**config.mk**
```make
export PLATFORM = sky130hd
export DESIGN_NAME = gcd_seq_ctrl_flat
export DESIGN_NICKNAME = d
export VERILOG_FILES = /design/src/rtl/gcd_seq_ctrl_pkg.sv /design/src/rtl/gcd_seq_ctrl_if.sv /design/src/rtl/gcd_seq_ctrl_iter_cnt.sv /design/src/rtl/gcd_seq_ctrl.sv /design/src/flat_wrapper.sv
export SDC_FILE = /design/constraint.sdc
export NUM_CORES = 1
export LEC_CHECK = 0
export CAP_MARGIN = 25
export CORE_MARGIN = 1
export CORE_UTILIZATION = 31
export CTS_CLUSTER_DIAMETER = 200
export CTS_CLUSTER_SIZE = 10
export DETAILED_ROUTE_END_ITERATION = 8
export PLACE_DENSITY = 0.74
export SLEW_MARGIN = 20
export SYNTH_ARGS = -nofsm -noshare
export SYNTH_HDL_FRONTEND = slang
export SYNTH_SLANG_ARGS = --single-unit
export TNS_END_PERCENT = 50
```
**constraint.sdc**
```tcl
create_clock -name clk -period 1.8 [get_ports clk]
set_clock_uncertainty 0.2 [all_clocks]
set_input_delay 0.54 -clock clk [delete_from_list [all_inputs] [get_ports clk]]
set_output_delay 0.54 -clock clk [all_outputs]
set_load 0.02 [all_outputs]
```
**src/rtl/gcd_seq_ctrl_pkg.sv**
```systemverilog
// Shared types and constants for the subtractive GCD sequencer and its datapath.
package gcd_pkg;

  localparam int W_DEF = 16;
  localparam int CNT_W = 16;

  // Operand-mux and load-bus select encodings seen by the datapath.
  localparam logic SEL_A   = 1'b0;
  localparam logic SEL_B   = 1'b1;
  localparam logic BUS_SUB = 1'b0;
  localparam logic BUS_DIN = 1'b1;

  typedef enum logic [2:0] {
    ST_IDLE,
    ST_LOADA,
    ST_LOADB,
    ST_CMP,
    ST_SUBA,
    ST_SUBB,
    ST_DONE,
    ST_ERR
  } state_e;

endpackage

```
**src/rtl/gcd_seq_ctrl_if.sv**
```systemverilog
// Handshake and datapath-control bundle between the GCD sequencer (slave) and its parent (master).
interface gcd_seq_ctrl_if #(
  parameter int W = 16
);
  logic         start;
  logic [W-1:0] data_in;
  logic         lt;
  logic         gt;
  logic         eq;
  logic         ldA;
  logic         ldB;
  logic         sel1;
  logic         sel2;
  logic         sel_in;
  logic         ready;
  logic         busy;
  logic         done;
  logic         res_sel;
  logic         error;

  modport master (
    output start, data_in, lt, gt, eq,
    input  ldA, ldB, sel1, sel2, sel_in, ready, busy, done, res_sel, error
  );

  modport slave (
    input  start, data_in, lt, gt, eq,
    output ldA, ldB, sel1, sel2, sel_in, ready, busy, done, res_sel, error
  );
endinterface

```
**src/rtl/gcd_seq_ctrl_iter_cnt.sv**
```systemverilog
// Subtraction counter for the GCD sequencer timeout; built only with GCD_CTRL_TIMEOUT_EN.
module gcd_iter_cnt
  import gcd_pkg::*;
#(
  parameter int MAX_ITER = 65535
) (
  input  logic             clk,
  input  logic             rst_n,
  input  logic             clr_i,
  input  logic             inc_i,
  output logic [CNT_W-1:0] count_o,
  output logic             limit_o
);

  logic [CNT_W-1:0] count_q;
  logic [CNT_W-1:0] count_d;

  always_comb begin
    count_d = count_q;
    if (clr_i) begin
      count_d = '0;
    end else if (inc_i) begin
      count_d = count_q + 1'b1;
    end
  end

  always_ff @(posedge clk or negedge rst_n) begin
    if (!rst_n) begin
      count_q <= '0;
    end else begin
      count_q <= count_d;
    end
  end

  assign count_o = count_q;
  assign limit_o = (count_q == CNT_W'(MAX_ITER));

endmodule

```
**src/rtl/gcd_seq_ctrl.sv**
```systemverilog
// Moore sequencer for the 16-bit subtractive GCD datapath.
// Optional iteration timeout enabled by defining GCD_CTRL_TIMEOUT_EN.
module gcd_seq_ctrl
  import gcd_pkg::*;
#(
  parameter int W = W_DEF
`ifdef GCD_CTRL_TIMEOUT_EN
  , parameter int MAX_ITER = 65535
`endif
) (
  input  logic          clk,
  input  logic          rst_n,
  gcd_seq_ctrl_if.slave bus
);

  state_e state_q;
  state_e state_d;
  logic   a_zero_q;
  logic   a_zero_d;
  logic   res_sel_q;
  logic   res_sel_d;
  logic   din_zero;
  logic   limit_hit;

  assign din_zero = (bus.data_in == {W{1'b0}});

`ifdef GCD_CTRL_TIMEOUT_EN
  logic [CNT_W-1:0] iter_cnt;
  logic             cnt_clr;
  logic             cnt_inc;

  assign cnt_clr = (state_q == ST_LOADA);
  assign cnt_inc = (state_d == ST_SUBA) || (state_d == ST_SUBB);

  gcd_iter_cnt #(
    .MAX_ITER (MAX_ITER)
  ) u_iter_cnt (
    .clk     (clk),
    .rst_n   (rst_n),
    .clr_i   (cnt_clr),
    .inc_i   (cnt_inc),
    .count_o (iter_cnt),
    .limit_o (limit_hit)
  );
`else
  assign limit_hit = 1'b0;
`endif

  always_comb begin
    state_d   = state_q;
    a_zero_d  = a_zero_q;
    res_sel_d = res_sel_q;
    case (state_q)
      ST_IDLE, ST_DONE, ST_ERR: begin
        if (bus.start) begin
          state_d   = ST_LOADA;
          res_sel_d = 1'b0;
        end
      end
      ST_LOADA: begin
        a_zero_d = din_zero;
        state_d  = ST_LOADB;
      end
      ST_LOADB: begin
        // Any zero operand already determines the answer: the other operand.
        if (a_zero_q || din_zero) begin
          state_d   = ST_DONE;
          res_sel_d = a_zero_q && !din_zero;
        end else begin
          state_d = ST_CMP;
        end
      end
      ST_CMP: begin
        if (bus.eq) begin
          state_d = ST_DONE;
        end else if (limit_hit) begin
          state_d = ST_ERR;
        end else if (bus.lt) begin
          state_d = ST_SUBB;
        end else if (bus.gt) begin
          state_d = ST_SUBA;
        end else begin
          state_d = ST_ERR;
        end
      end
      ST_SUBA, ST_SUBB: begin
        state_d = ST_CMP;
      end
      default: begin
        state_d = ST_IDLE;
      end
    endcase
  end

  always_ff @(posedge clk or negedge rst_n) begin
    if (!rst_n) begin
      state_q   <= ST_IDLE;
      a_zero_q  <= 1'b0;
      res_sel_q <= 1'b0;
    end else begin
      state_q   <= state_d;
      a_zero_q  <= a_zero_d;
      res_sel_q <= res_sel_d;
    end
  end

  logic ld_a;
  logic ld_b;
  logic sel1;
  logic sel2;
  logic sel_in;

  always_comb begin
    ld_a   = 1'b0;
    ld_b   = 1'b0;
    sel1   = SEL_A;
    sel2   = SEL_A;
    sel_in = BUS_SUB;
    case (state_q)
      ST_LOADA: begin
        sel_in = BUS_DIN;
        ld_a   = 1'b1;
      end
      ST_LOADB: begin
        sel_in = BUS_DIN;
        ld_b   = 1'b1;
      end
      ST_SUBA: begin
        sel1   = SEL_A;
        sel2   = SEL_B;
        sel_in = BUS_SUB;
        ld_a   = 1'b1;
      end
      ST_SUBB: begin
        sel1   = SEL_B;
        sel2   = SEL_A;
        sel_in = BUS_SUB;
        ld_b   = 1'b1;
      end
      default: begin
        ld_a = 1'b0;
      end
    endcase
  end

  assign bus.ldA     = ld_a;
  assign bus.ldB     = ld_b;
  assign bus.sel1    = sel1;
  assign bus.sel2    = sel2;
  assign bus.sel_in  = sel_in;
  assign bus.ready   = (state_q == ST_IDLE) || (state_q == ST_DONE) || (state_q == ST_ERR);
  assign bus.busy    = !bus.ready;
  assign bus.done    = (state_q == ST_DONE) || (state_q == ST_ERR);
  assign bus.error   = (state_q == ST_ERR);
  assign bus.res_sel = res_sel_q;

endmodule
```
**src/flat_wrapper.sv**
```systemverilog
// flat-port wrapper written by rule: the top's interface ports become plain ports
module gcd_seq_ctrl_flat import gcd_pkg::*;
#(
  parameter int W = W_DEF

)
  (clk, rst_n, bus_start, bus_data_in, bus_lt, bus_gt, bus_eq, bus_ldA, bus_ldB, bus_sel1, bus_sel2, bus_sel_in, bus_ready, bus_busy, bus_done, bus_res_sel, bus_error);
  gcd_seq_ctrl_if #(.W(W)) bus_i ();
  input  logic clk;
  input  logic rst_n;
  input wire logic [$bits(bus_i.start)-1:0] bus_start;
  input wire logic [$bits(bus_i.data_in)-1:0] bus_data_in;
  input wire logic [$bits(bus_i.lt)-1:0] bus_lt;
  input wire logic [$bits(bus_i.gt)-1:0] bus_gt;
  input wire logic [$bits(bus_i.eq)-1:0] bus_eq;
  output wire logic [$bits(bus_i.ldA)-1:0] bus_ldA;
  output wire logic [$bits(bus_i.ldB)-1:0] bus_ldB;
  output wire logic [$bits(bus_i.sel1)-1:0] bus_sel1;
  output wire logic [$bits(bus_i.sel2)-1:0] bus_sel2;
  output wire logic [$bits(bus_i.sel_in)-1:0] bus_sel_in;
  output wire logic [$bits(bus_i.ready)-1:0] bus_ready;
  output wire logic [$bits(bus_i.busy)-1:0] bus_busy;
  output wire logic [$bits(bus_i.done)-1:0] bus_done;
  output wire logic [$bits(bus_i.res_sel)-1:0] bus_res_sel;
  output wire logic [$bits(bus_i.error)-1:0] bus_error;
  assign bus_i.start = bus_start;
  assign bus_i.data_in = bus_data_in;
  assign bus_i.lt = bus_lt;
  assign bus_i.gt = bus_gt;
  assign bus_i.eq = bus_eq;
  assign bus_ldA = bus_i.ldA;
  assign bus_ldB = bus_i.ldB;
  assign bus_sel1 = bus_i.sel1;
  assign bus_sel2 = bus_i.sel2;
  assign bus_sel_in = bus_i.sel_in;
  assign bus_ready = bus_i.ready;
  assign bus_busy = bus_i.busy;
  assign bus_done = bus_i.done;
  assign bus_res_sel = bus_i.res_sel;
  assign bus_error = bus_i.error;
  gcd_seq_ctrl #(.W(W)) u_core (.clk(clk), .rst_n(rst_n), .bus(bus_i));
endmodule
```
======== After elaboration in Yosys (flattened, before gate mapping) ========
Cells that the tools add are included.
word-level totals
  bits in latches ......................... 0
  input port bits ......................... 22
  memories kept ........................... 0
  memory bits (read-only) ................. 0
  register bits after elaboration ......... 5
  bits in writable memories ............... 0
operators by class
  $add $sub $neg .......................... 0
  div/mod/pow operators ................... 0
  order comparisons ....................... 0
  equal/unequal tests ..................... 9
  reduce and logical (&&, ||, !) cells .... 16
  multipliers ............................. 0
  shifts and indexed selects .............. 0
  multiplexer cells ....................... 14
  bitwise logic cells ..................... 0
operators by type and width
  operator                                                                number
  16-bit logical NOT                                                      1
  3-bit case mux with 5 select lines                                      1
  3-bit equality test (second input constant)                             4
  3-bit 2-to-1 mux                                                        4
  2-bit OR reduction                                                      4
  1-bit 2-to-1 mux                                                        7
  3-bit by 2-bit equality test with 1-bit output (second input constant)  2
  1-bit logical OR                                                        4
  3-bit by 1-bit equality test with 1-bit output (second input constant)  1
  3-bit logical NOT                                                       1
  3-bit AND reduction                                                     1
  3-bit OR reduction                                                      1
  1-bit logical NOT                                                       2
  2-bit 2-to-1 mux                                                        1
  2-bit by 1-bit != test with 1-bit output (second input constant)        1
  2-bit != test (second input constant)                                   1
  1-bit case mux with 2 select lines                                      1
  2-bit nonzero test                                                      1
  1-bit logical AND                                                       1

======== Logic depth before layout (Yosys ltp) ========
Gate-level depths: netlist (run 1).
  depth after elaboration ................. 5
  gate-level depth with buffers ........... 4
  mapped depth without buffers ............ 4

======== Worst setup path after synthesis (run 1) ========
No wires, ideal clock.
  path kind ............................... reg2out
  start point ............................. register u_core.state_q[1]
  end point ............................... output bus_ldB
  cell stages (with the launch flop) ...... 4
  slack ................................... -0.117 ns
  arrival ................................. 1.177 ns
  buffers on the path ..................... 1
  cell sequence ........................... dfrtp_1 clkbuf_1 nor2_1 a21o_1
between the ends
  longest elaborated chain between the ends .. 3
  elaborated cells between the ends (all ways) .. 4
ends and longest elaborated chain
  element                                                                                RTL line             source
  start, declared                                                                        gcd_seq_ctrl.sv:16   state_e state_q;
  start signal, assigned                                                                 gcd_seq_ctrl.sv:101  state_q <= state_d;
  3-bit equality test or 3-bit by 2-bit equality test with 1-bit output (tied branches)  gcd_seq_ctrl.sv:119  case (state_q)
  2-bit OR reduction (no source line) (*)                                                --
  1-bit 2-to-1 mux (*)                                                                   gcd_seq_ctrl.sv:119
  end, declared                                                                          flat_wrapper.sv:17   output wire logic [$bits(bus_i.ldB)-1:0] bus_ldB;
Every way passes the cells marked *; elsewhere a longest branch is shown, timed or not.

======== Final worst setup path (run 1) ========
  start point ............................. register u_core.state_q[1]
  end point ............................... output bus_busy
between the ends
  longest elaborated chain between the ends .. 4
  elaborated cells between the ends (all ways) .. 6
ends and longest elaborated chain
  element                                                   RTL line             source
  3-bit equality test or 3-bit logical NOT (tied branches)  gcd_seq_ctrl.sv:151  assign bus.ready = (state_q == ST_IDLE) || (state_q == ST_DONE) || (state_q == ST_ERR);
  1-bit logical OR                                          gcd_seq_ctrl.sv:151
  1-bit logical OR (*)                                      gcd_seq_ctrl.sv:151
  1-bit logical NOT (*)                                     gcd_seq_ctrl.sv:152  assign bus.busy = !bus.ready;
  end, declared                                             flat_wrapper.sv:22   output wire logic [$bits(bus_i.busy)-1:0] bus_busy;
Marked as above.

==> qor.yml, run 1 <==
status: "finished with violations"
violations: "setup timing"
cts_buffer_depth: 2
yosysTopAreaCellShare_pct: 31.0
max_cap_violations: 0
synth_edf_count: 0
crit_cells: 4
synth_nets: 71
nFillCells: 80
insertedDiodeCount: 0
core_sq_um: 1160
max_freq_mhz: 503
setup_viol: 8
path_delay_family: "simple AND/OR/NAND/NOR gates"
vias_per_cell: 5.32
drive_gt1_share_pct: 42.7
slew_headroom_pct: 84.3
power_leakage_nw: 0.535
area_delta_synth_final_pct: 131
cp-startpoint: "u_core.state_q[1]"
cts_tree: "done"
avgSynthCellArea_sq_um: 8.25
worst_ep_arrival_time_ns: 1.25
wl_per_cell_um: 12.3
grt_max_degree: 13
critical_path.endpoint: "bus_busy"
worstPathCellList: "and2_1, or2_4, inv_2, buf_4"
grt_pass1_wl_um: 2010
clockRootBuffer: "clkbuf_4"
hold_class: "in -> async"
firstDrtPassIters: 4
r2r_start: "u_core.state_q[0]"
slew_viol_final: 0
rsz0062_at_grt: "yes"
power_density_nw_per_um2: 1480
yosysSeqAreaShare_pct: 31.0
die_h_um: 38.1
cts.sinks: 5
synthCells: 49
synth-main-ff-cell: "dfrtp_1"
setup_tns_ns: -1.01
start_util_pct: 35.0
period_share_pct: 110
synthArstFlopShare_pct: 100
worstMarginPinSlew_ns: 0.235
fp.dieArea_sq_um: 1450
place.gp.congestion: 0.827
holdBufCountCts: 0
drc: 0
cp-end-kind: "primary output"
rrSetupSlack_ns: 0.26
cpPeakStageDelay_ns: 0.41
syn-cell-area_sq_um: 404
drt_iter0_drc: 4
ys_types: 23
die_w_um: 38.1
post-route-util_pct: 80.8
dpl_worst_slack_ns: -0.419
finalHoldViolCount: 0
port_buffers: 31
reg2reg_to: "u_core.state_q[0]"
wirelength_um: 1350
worst_slack_ns: -0.187
dpl.hpwl_um: 1030
layout.cells.non_filler: 110
cp.required_ns: 1.06
antenna_found_initial: 0
vdd_ir_drop_max_uv: 686
period_needed_ns: 1.99
crit_fanout: 4
crit_buf_inv: 2
dp_cells: 102
ys_ff_latch: 5
synth_top_area_cell: "dfrtp_1"
cts_buffers: 3
postRouteAntennaNets: 0
grt_usage_pct: 20.9
whs_ns: 0.320
fp-row-count: 12
multi_input_area_sq_um: 297
start_kind: "flip-flop"
ys_top_cells_by_area: "dfrtp_1 (31%), nor4_2 (12%), nand2b_1 (6.2%)"
reg2reg_depth: 5
yosys_warnings: 0
htreeDepth: 1
slowest_stage: "dfrtp_1"
seq_area_sq_um: 125
path_class: "reg -> out"
num_io_pins: 32
clk_latency_ns: 0.24
yosysMostFrequentCell: "dfrtp_1"
grt_pass1_vias: 538
num-nets-final: 119
vias: 585
clk_pin_slew_worst_paths_ns: 0.04
grt_overflow: 0
-- report_power, final --
part,switching (W),internal [W],total [W]
sequential,0.0000479,0.000158,0.000206
combinational,0.000490,0.000558,0.00105
clock,0.0000473,0.0000839,0.000131
-- worst min path at each step --
stage | to | start
after global routing | u_core.state_q[2] | rst_n
after global placement | u_core.bus.res_sel | u_core.bus.res_sel
final | u_core.a_zero_q | rst_n
after floorplan | u_core.a_zero_q | rst_n
after CTS | u_core.a_zero_q | rst_n
after detailed placement | u_core.a_zero_q | u_core.a_zero_q
-- metal layers --
layer / GRT usage [%] / share of wire [%] / wire, um / up-vias
met5: 0 / 0 / 0 / -
met4: 17.9 / 3.0 / 40 / 0
met3: 1.74 / 6.1 / 82 / 4
met2: 41.5 / 54 / 729 / 29
met1: 18.1 / 37 / 502 / 277
li1: - / - / - / 275
-- final cells by class --
type,instances,share of cell area (%)
Timing Repair Buffer,46,49.4
Multi-Input combinational cell,39,31.7
Inverter,2,0.803
Tap cell,14,1.87
Clock buffer,4,2.81
Sequential cell,5,13.4
-- timing repair --
| item | CTS | global route |
|---|---|---|
| setup endpoints to repair | 13 | 12 |
| pin swaps | 3 | 10 |
| resized for setup | 50 | 22 |
| setup buffers | 2 | 2 |
-- worst register-to-register path: stages, from the launching register on --
cell and delay (ns):
dfrtp_1 0.41, buf_12 0.16, nand2b_4 0.14, buf_4 0.13
o221a_1 0.23, o22a_1 0.16
-- cell families (layout without fill, tap and decap cells) --
group / after synthesis / after routing / share of synthesized area, %
compound gates: 15 / 15 / 25.1
buf+inv: 5 / 52 / 5.26
flops: 5 / 5 / 31.0
simple gates: 24 / 24 / 38.7
-- sequential cells by signal, indices dropped and copies added (netlist names) --
name and count:
u_core.state_q 3, u_core.a_zero_q 1, u_core.bus.res_sel 1
-- layout by cell type, fill, tap and decap left out, types with 2 or more instances in the layout --
cell              n
buf_4            16
dlymetal6s2s_1   15
clkdlybuf4s50_1   5
buf_6             5
dfrtp_1           5
nor4_2            4
o21ai_0           4
a21oi_1           3
nand2_1           3
clkbuf_4          3
nand2b_4          2
nand2b_1          2
nor2_2            2
o31ai_1           2
nor2b_1           2
dlygate4sd2_1     2
buf_2             2
-- through the flow --
stage	instance area [sq um]	power [W]
after global routing	935	0.00147
after CTS	848	0.00128
after global placement	821	0.00111
after detailed placement	821	0.00113
after floorplan	412	0.000656
final	935	0.00138
Note: power is estimated with default switching activity, not from simulation.
==> inputs of run 2 (changes only) <==
CORE_AREA = 2 2 39 41   (was not set)
CORE_MARGIN = not set   (was 1)
CORE_UTILIZATION = not set   (was 31)
CTS_BUF_LIST = sky130_fd_sc_hd__clkbuf_8   (was not set)
DIE_AREA = 0 0 41 43   (was not set)
PLACE_DENSITY = 0.73   (was 0.74)
==> qor.yml, run 2 (synthesized netlist as in run 1, its figures left out) <==
holdBufCountCts: 0  # unchanged
setup_tns_ns: -0.842  # +0.166 ns
slowest_stage: "dfrtp_1"
status: "finished with violations"
slew_viol_final: 0  # unchanged
period_needed_ns: 1.94  # -0.0450 ns
p_comb_share_pct: 74.2  # -1.4 points
power.internal_w: 0.000984  # +23%
fp-row-count: 14  # +2
drt_iter0_drc: 12  # +8
start_util_pct: 29.2  # -5.8 points
violations: "setup timing"
vias_per_cell: 5.14  # -3.3%
post-route-util_pct: 75.1  # -5.7 points
cp.required_ns: 1.06  # about the same
core_sq_um: 1380  # +20%
path_class: "reg -> out"
antenna_found_initial: 0  # unchanged
finalHoldViolCount: 0  # unchanged
grt_overflow: 0  # unchanged
r2r_start: "u_core.state_q[2]"
path_delay_family: "simple AND/OR/NAND/NOR gates"
postRouteAntennaNets: 0  # unchanged
max_cap_violations: 0  # unchanged
clk_pin_slew_worst_paths_ns: 0.03  # about the same
place.gp.congestion: 0.779  # -5.7%
slew_headroom_pct: 82.1  # -2.2 points
htreeDepth: 1  # unchanged
switching_share_pct: 40.3  # -1.9 points
port_buffers: 31  # unchanged
insertedDiodeCount: 0  # unchanged
cts.sinks: 5  # unchanged
cts_buffer_depth: 2  # unchanged
rrSetupSlack_ns: 0.10  # -0.16 ns
crit_fanout: 4  # unchanged
dpl_worst_slack_ns: -0.451  # -0.0326 ns
power_density_nw_per_um2: 1580  # +7.0%
cts_tree: "done"
drc: 0  # unchanged
final_common_cell: "buf_4"
grt_pass1_vias: 558  # +3.7%
dpl.hpwl_um: 986  # -4.4%
firstDrtPassIters: 4  # unchanged
crit_buf_inv: 2  # unchanged
area_delta_synth_final_pct: 157
die_w_um: 41  # +7.6%
clk_latency_ns: 0.22  # -0.02 ns
largest_register_ffs: 3  # unchanged
clockRootBuffer: "clkbuf_8"
num-nets-final: 125  # +5.0%
grt_max_degree: 9  # -4
worst_ep_arrival_time_ns: 1.20  # -0.05 ns
pwr-share-clk_pct: 12.2  # +2.7 points
grt_usage_pct: 18.7  # -2.2 points
power_leakage_nw: 0.601  # +12%
num_io_pins: 32  # unchanged
rsz0062_at_grt: "yes"
wirelength_um: 1640  # +21%
nFillCells: 94  # +18%
cts_buffers: 3  # unchanged
vias: 607  # +3.8%
cp-end-kind: "primary output"
period_share_pct: 108  # -2.5 points
drive_gt1_share_pct: 52.9  # +10 points
final_cell_mix: "buf_4 (18), dlymetal6s2s_1 (16), buf_6 (10), clkdlybuf4s50_1 (5)"
hold_class: "in -> async"
reg2reg_to: "u_core.state_q[1]"
cpPeakStageDelay_ns: 0.41  # about the same
seq_power_share_pct: 13.5  # -1.4 points
worstMarginPinSlew_ns: 0.266  # +0.0308 ns
max_freq_mhz: 515  # +2.3%
wl_per_cell_um: 13.9  # +13%
reg2reg_depth: 6  # +1
die_h_um: 43  # +13%
vdd_ir_drop_max_uv: 701  # +2.1%
setup_viol: 8  # unchanged
fp.dieArea_sq_um: 1760  # +21%
worst_slack_ns: -0.141  # +0.0450 ns
dp_cells: 105  # +2.9%
switchingPower_w: 0.000664  # +14%
worstPathCellList: "and2_4, or2_4, inv_2, buf_6"
largest_register: "u_core.state_q"
grt_pass1_wl_um: 2240  # +11%
layout.cells.non_filler: 118  # +7.3%
start_kind: "flip-flop"
[run 2: layout make-up]
class / instances / area [sq um] / share of cell area, %
Clock buffer: 3 / 41.3 / 3.97
Clock inverter: 1 / 3.75 / 0.361
Inverter: 2 / 7.51 / 0.722
Multi-Input combinational cell: 39 / 323 / 31.0
Sequential cell: 5 / 128 / 12.3
Tap cell: 16 / 20.0 / 1.93
Timing Repair Buffer: 52 / 517 / 49.7
[run 2: metrics by stage]
step	area, sq um	hold WS [ns]	power, W
6_report	1040	0.349	0.00165
5_1_grt	1040	0.361	0.00174
4_1_cts	941	0.353	0.00150
3_5_place_dp	818	0.360	0.00110
3_3_place_gp	818	0.349	0.00109
2_1_floorplan	412	0.0444	0.000656
[run 2: power groups by stage]
stage | Combinational [W] | Clock (W) | Sequential, W
after floorplan | 0.000449 | 0 | 0.000207
after global placement | 0.000893 | 0 | 0.000199
after detailed placement | 0.000900 | 0 | 0.000204
after CTS | 0.00108 | 0.000202 | 0.000214
after global routing | 0.00130 | 0.000211 | 0.000229
final | 0.00122 | 0.000201 | 0.000223
[run 2: metal layers]
metal	up-vias	share of wire (%)	GRT usage, %
met5	-	0	0
met4	0	0.49	10.0
met3	2	5.6	3.14
met2	31	56	31.3
met1	287	37	21.0
li1	287	-	-
[run 2: timing repair]
| item | in CTS | in global routing |
|---|---|---|
| setup endpoints to repair | 13 | 12 |
| buffers inserted | 6 | 3 |
| resized for setup | 59 | 25 |
| pin swaps | 5 | 11 |
[run 2: how the worst max path moves through the flow]
stage | cells after the start | start | endpoint
after detailed placement | 4 | u_core.state_q[2] | bus_busy
after global routing | 4 | u_core.state_q[0] | bus_sel_in
after global placement | 4 | u_core.state_q[2] | bus_busy
after floorplan | 3 | u_core.state_q[1] | bus_busy
final | 4 | u_core.state_q[2] | bus_busy
after CTS | 4 | u_core.state_q[1] | bus_sel_in
